`src/rtl/fetch_pkg.sv`:
```
// rtl/fetch_pkg.sv - shared constants and helpers for the prefetching fetch unit
package fetch_pkg;

   localparam int INST_BYTES = 4;

   // Counters must hold 0..depth inclusive.
   function automatic int cnt_width(input int depth);
      return $clog2(depth + 1);
   endfunction

endpackage

```
`src/rtl/fetch_fifo.sv`:
```
// rtl/fetch_fifo.sv - synchronous FIFO of {pc, inst} fetch entries
module fetch_fifo
   import fetch_pkg::*;
#(
   parameter int ADDR_WIDTH = 12,
   parameter int WORD_WIDTH = 32,
   parameter int DEPTH      = 4,
   localparam int CW        = cnt_width(DEPTH)
) (
   input  logic                  clk,
   input  logic                  rst,
   input  logic                  clear,
   input  logic                  push,
   input  logic [ADDR_WIDTH-1:0] push_pc,
   input  logic [WORD_WIDTH-1:0] push_inst,
   input  logic                  pop,
   output logic [ADDR_WIDTH-1:0] head_pc,
   output logic [WORD_WIDTH-1:0] head_inst,
   output logic                  full,
   output logic                  empty,
   output logic [CW-1:0]         count
);

   localparam int PW = $clog2(DEPTH);

   typedef struct packed {
      logic [ADDR_WIDTH-1:0] pc;
      logic [WORD_WIDTH-1:0] inst;
   } fetch_entry_t;

   fetch_entry_t  mem [DEPTH];
   logic [PW-1:0] rd_ptr;
   logic [PW-1:0] wr_ptr;
   logic          do_push;
   logic          do_pop;

   assign full    = (count == CW'(DEPTH));
   assign empty   = (count == '0);
   assign do_push = push && !full && !clear;
   assign do_pop  = pop && !empty && !clear;

   always_ff @(posedge clk) begin
      if (rst || clear) begin
         rd_ptr <= '0;
         wr_ptr <= '0;
         count  <= '0;
      end else begin
         if (do_push) wr_ptr <= wr_ptr + PW'(1);
         if (do_pop)  rd_ptr <= rd_ptr + PW'(1);
         count <= count + CW'(do_push) - CW'(do_pop);
      end
   end

   always_ff @(posedge clk) begin
      if (do_push && !rst) mem[wr_ptr] <= '{pc: push_pc, inst: push_inst};
   end

   // Empty slots read as zero so the head is clean out of reset.
   assign head_pc   = empty ? '0 : mem[rd_ptr].pc;
   assign head_inst = empty ? '0 : mem[rd_ptr].inst;

endmodule

```
`src/rtl/fetch_prefetch.sv`:
```
// rtl/fetch_prefetch.sv - prefetching instruction fetch unit with redirect flush
module fetch_prefetch
   import fetch_pkg::*;
#(
   parameter int                    ADDR_WIDTH = 12,
   parameter int                    WORD_WIDTH = 32,
   parameter int                    DEPTH      = 4,
   parameter logic [ADDR_WIDTH-1:0] RESET_PC   = '0
) (
   input  logic                  i_clk,
   input  logic                  i_rst,
   output logic                  o_mem_req,
   output logic [ADDR_WIDTH-1:0] o_mem_addr,
   input  logic                  i_mem_gnt,
   input  logic                  i_mem_rvalid,
   input  logic [WORD_WIDTH-1:0] i_mem_rdata,
   input  logic                  i_redirect,
   input  logic [ADDR_WIDTH-1:0] i_redirect_pc,
   output logic                  o_valid,
   output logic [WORD_WIDTH-1:0] o_inst,
   output logic [ADDR_WIDTH-1:0] o_pc,
   input  logic                  i_ready
);

   localparam int                    CW         = cnt_width(DEPTH);
   localparam logic [ADDR_WIDTH-1:0] PC_STEP    = ADDR_WIDTH'(INST_BYTES);
   localparam logic [ADDR_WIDTH-1:0] ALIGN_MASK = ~ADDR_WIDTH'(INST_BYTES - 1);

   logic [ADDR_WIDTH-1:0] fetch_pc;
   logic [ADDR_WIDTH-1:0] tag_pc;
   logic [CW-1:0]         inflight;
   logic [CW-1:0]         drop;
   logic [CW-1:0]         count;
   logic [CW:0]           committed;
   logic                  grant;
   logic                  push;
   logic                  pop;
   logic                  full;
   logic                  empty;

   // Every live outstanding read owns a queue slot, so returning data always fits.
   assign committed  = {1'b0, count} + {1'b0, inflight} - {1'b0, drop};
   assign o_mem_req  = !i_rst && !i_redirect && (committed < (CW+1)'(DEPTH));
   assign o_mem_addr = fetch_pc;
   assign grant      = o_mem_req && i_mem_gnt;
   assign push       = i_mem_rvalid && (drop == '0) && !i_redirect && !full;
   assign pop        = o_valid && i_ready && !i_redirect;
   assign o_valid    = !empty;

   always_ff @(posedge i_clk) begin
      if (i_rst) begin
         fetch_pc <= RESET_PC & ALIGN_MASK;
         tag_pc   <= RESET_PC & ALIGN_MASK;
         inflight <= '0;
         drop     <= '0;
      end else begin
         inflight <= inflight + CW'(grant) - CW'(i_mem_rvalid);
         if (i_redirect) begin
            fetch_pc <= i_redirect_pc & ALIGN_MASK;
            tag_pc   <= i_redirect_pc & ALIGN_MASK;
            drop     <= inflight - CW'(i_mem_rvalid);
         end else begin
            if (grant) fetch_pc <= fetch_pc + PC_STEP;
            if (i_mem_rvalid) begin
               if (drop != '0) drop   <= drop - CW'(1);
               else            tag_pc <= tag_pc + PC_STEP;
            end
         end
      end
   end

   fetch_fifo #(
      .ADDR_WIDTH (ADDR_WIDTH),
      .WORD_WIDTH (WORD_WIDTH),
      .DEPTH      (DEPTH)
   ) u_fifo (
      .clk       (i_clk),
      .rst       (i_rst),
      .clear     (i_redirect),
      .push      (push),
      .push_pc   (tag_pc),
      .push_inst (i_mem_rdata),
      .pop       (pop),
      .head_pc   (o_pc),
      .head_inst (o_inst),
      .full      (full),
      .empty     (empty),
      .count     (count)
   );

endmodule

```
`config.mk`:
```
export PLATFORM = sky130hd
export DESIGN_NAME = fetch_prefetch
export DESIGN_NICKNAME = d
export VERILOG_FILES = /design/src/rtl/fetch_pkg.sv /design/src/rtl/fetch_fifo.sv /design/src/rtl/fetch_prefetch.sv
export SDC_FILE = /design/constraint.sdc
export NUM_CORES = 1
export LEC_CHECK = 0
export CAP_MARGIN = 20
export CORE_MARGIN = 4
export CORE_UTILIZATION = 40
export DETAILED_ROUTE_END_ITERATION = 8
export PLACE_DENSITY = 0.62
export SETUP_SLACK_MARGIN = 0.15
export SYNTH_ARGS = -nofsm -noshare
export SYNTH_HDL_FRONTEND = slang
export SYNTH_SLANG_ARGS = --single-unit
```
`constraint.sdc`:
```
create_clock -name i_clk -period 9.1 [get_ports i_clk]
set_input_delay 0.91 -clock i_clk [delete_from_list [all_inputs] [get_ports i_clk]]
set_output_delay 0.91 -clock i_clk [all_outputs]
set_load 0.02 [all_outputs]
```
==> impl_results.md <==
- Worst skew pair latency: roughly 490 ps
- Yosys cell types: 49
- GRT overflow: 0
- Worst setup SP type: input port
- Status: complete, no violations
- Reg clk slew, reported paths: roughly 60 ps
- Die height: roughly 150 um
- Post-Synth Simple-Gate Area: 0.0775
- Vias/cell: between 5 and 6
- Via count: between 4000 and 5000
- Worst-path maximum fanout: 24
- Initial core utilization: 0.411
- Synthesized area: about 8400 sq um
- Fin nets: approximately 680
- Clk_skew: slightly above 20 ps
- Post-synth EDFFs: roughly 170
- Worst setup margin: a little over 5000 ps
- Minimum clock period: 4050 ps
- CP max stage delay: roughly 870 ps
- CP Class: in -> out
- Hold Path Stages: 1
- 1st-pass router iterations: 5
- Syn Area/Cell: ~17 sq um
- Max cap viols: 0
- Vias in the first global route: a little under 5000
- RSZ-0062 raised after global routing: false
- Worst-Margin Slew: around 910 ps
- Gr usage total: 0.137
- Num rows: 52
- Synthesis warning total: 0
- Die ar.: 23400 sq um
- Synth Register Bits: 203
- Initial antenna violation count: 0
- Max Fclk: ~250 MHz
- Final setup viols: 0
- Num Clock Sinks: roughly 200
- DR iter-0 viols: 228
- Final Wtd Congestion: a little over 0.8
- Endpoint class of the critical path: primary output
- Req. time, crit path: 8190 ps
- First-pass GRT wire length: about 26000 um
- Detail Route Antenna Nets: 0
- CP arrival: ~3100 ps
- Worst vdd ir: approximately 0.10 mV
- Hold crit path type: reg -> reg
- Worst-case clock buffer depth: 3
- Crit path max-delay cell type: clkdlybuf4s50_1
- CTS HTree Levels: 1
- Area grow syn2layout: 23.2%
- Post-Synth XOR/XNOR Area: 0.0198
- Routed WL: about 16000 um
- Core Region: between 20000 and 25000 sq um
- CTS tree: yes
- Pre-CTS WS: approximately 5000 ps
- Max transition margin: 0.394
- Slew Limit Fails: 0
- Setup repair bufs after CTS: 0
- Final period utilization: 0.445
- CTS root buf: clkbuf_16
- DP HPWL: about 9800 um
- Compound-Gate Fraction of Synth Area: 0.0383
- Final hold vios: 0
- Synth Flop Type: edfxtp_1
- Synthesized instance count: between 500 and 600
- Post-synthesis adder-cell area fraction: 0.0349
- Most used cell, CP: clkdlybuf4s50_1
- Total CTS buffers: 21
- Seq/Total Area, Yosys: 0.684
- Post-synthesis mux area share: 0.119
- Pwr dens: 199 nW/um^2
- Die W: between 150 and 200 um
- CTS resizes: 0
- DRC violations left: 0
- Sum of negative setup slack: 0 ps
- Largest family of logic cells by synthesized area: multiplexers
- Hold buffer count at cts: 0
- Port buffer count: between 100 and 150
- WL per Instance: ~18 um
- I/O pin total: approximately 110
- Async S/R FF share, synth: 0
- Layout cells sized above 1: 0.147
- Largest net degree at the start of global routing: 44
- Leak: between 3 and 4 nW
- R2r worst-path depth: 16
- Crit path cell chain: clkdlybuf4s50_1, or2_2, nor2_1, clkdlybuf4s50_1
-- layer usage --
layer / part of all wire / global-route usage
met5: 0 / 0
met2: 0.49 / 0.234
met1: 0.44 / 0.181
met4: 0.017 / 0.0352
met3: 0.055 / 0.0260
-- cell type report --
cell class	instances	area, sq um
fill	1719	10100
sequential	203	5750
multi-input combinational	250	2450
timing repair buffer	108	1060
clock buffer	25	541
tap	270	338
inverter	27	104
clock inverter	13	93.8
antenna	1	2.50
-- kinds of logic after synthesis --
logic type                 count (synthesis)
and+or+nand+nor                          114
other                                      1
adders and majority gates                 21
AOI/OAI and AO/OA                         45
muxes                                     47
buffers and inverters                     53
xor gates and xnor gates                  19
DFF                                      203
-- cell usage in the layout, fill, tap and decap left out, types with 3 or more instances in the layout --
master	count
nor3_1	4
xor2_1	6
fa_1	4
conb_1	4
a211oi_1	4
inv_1	26
o31a_1	4
mux2i_1	4
a21oi_1	12
mux4_2	42
and3_1	5
xnor2_1	13
clkinv_2	4
clkbuf_1	4
buf_4	7
nand2b_1	3
nor2_1	23
clkinv_1	5
dfxtp_1	33
o21a_1	11
nor2b_1	46
o21ai_0	3
nand2_1	7
and2_2	4
ha_1	17
nand3_1	4
edfxtp_1	168
nand4_1	3
clkbuf_16	21
clkdlybuf4s50_1	101
-- worst paths after layout --
path / start / endpoint / slack (ps)
worst max register to register: u_fifo.count[1] / inflight[2] / 5710
worst max-delay path: i_rst / o_mem_req / 5050
worst min-delay path: o_mem_addr[11] / o_mem_addr[11] / 500
worst min register to register: o_mem_addr[11] / o_mem_addr[11] / 500
-- per-stage QoR --
step / std cells / util / hold slack (ps) / power [mW] / instance area (sq um)
2_1_floorplan: 506 / - / 475 / 1.21 / 8410
3_3_place_gp: 858 / 0.475 / 472 / 1.29 / 9710
4_1_cts: 896 / 0.506 / 495 / 2.09 / 10300
6_report: 897 / 0.506 / 496 / 2.06 / 10300
5_1_grt: 896 / 0.506 / 506 / 2.15 / 10300
3_5_place_dp: 858 / 0.475 / 480 / 1.29 / 9710
-- critical path, delay by kind of cell --
kind | cells | cell delay [ps]
buffers and inverters | 2 | 1480
and+or+nand+nor | 2 | 730
-- cells in the mapped netlist, types with 6 or more instances --
master | count | share of area
xnor2_1 | 13 | 0.014
a21oi_1 | 12 | 0.0071
ha_1 | 17 | 0.025
mux4_2 | 42 | 0.11
dfxtp_1 | 35 | 0.083
nor2_1 | 23 | 0.010
nor2b_1 | 46 | 0.034
nand2_1 | 7 | 0.0031
inv_1 | 26 | 0.012
clkbuf_1 | 16 | 0.0071
and2_1 | 6 | 0.0045
xor2_1 | 6 | 0.0063
edfxtp_1 | 168 | 0.60
o21a_1 | 11 | 0.0098
-- power breakdown --
group	internal (mW)	total (mW)	switching, mW
clock	0.454	0.784	0.330
combinational	0.106	0.218	0.112
sequential	1.03	1.05	0.0222
total	1.59	2.06	0.464
-- flip-flops by register name, summed over array words and instances (netlist names), named ones only --
signal,flops
u_fifo.rd_ptr,2
o_mem_addr,10
tag_pc,10
drop,3
u_fifo.wr_ptr,2
u_fifo.mem,168
u_fifo.count,3
inflight,3
No activity file was read; power rests on OpenSTA's default activity.
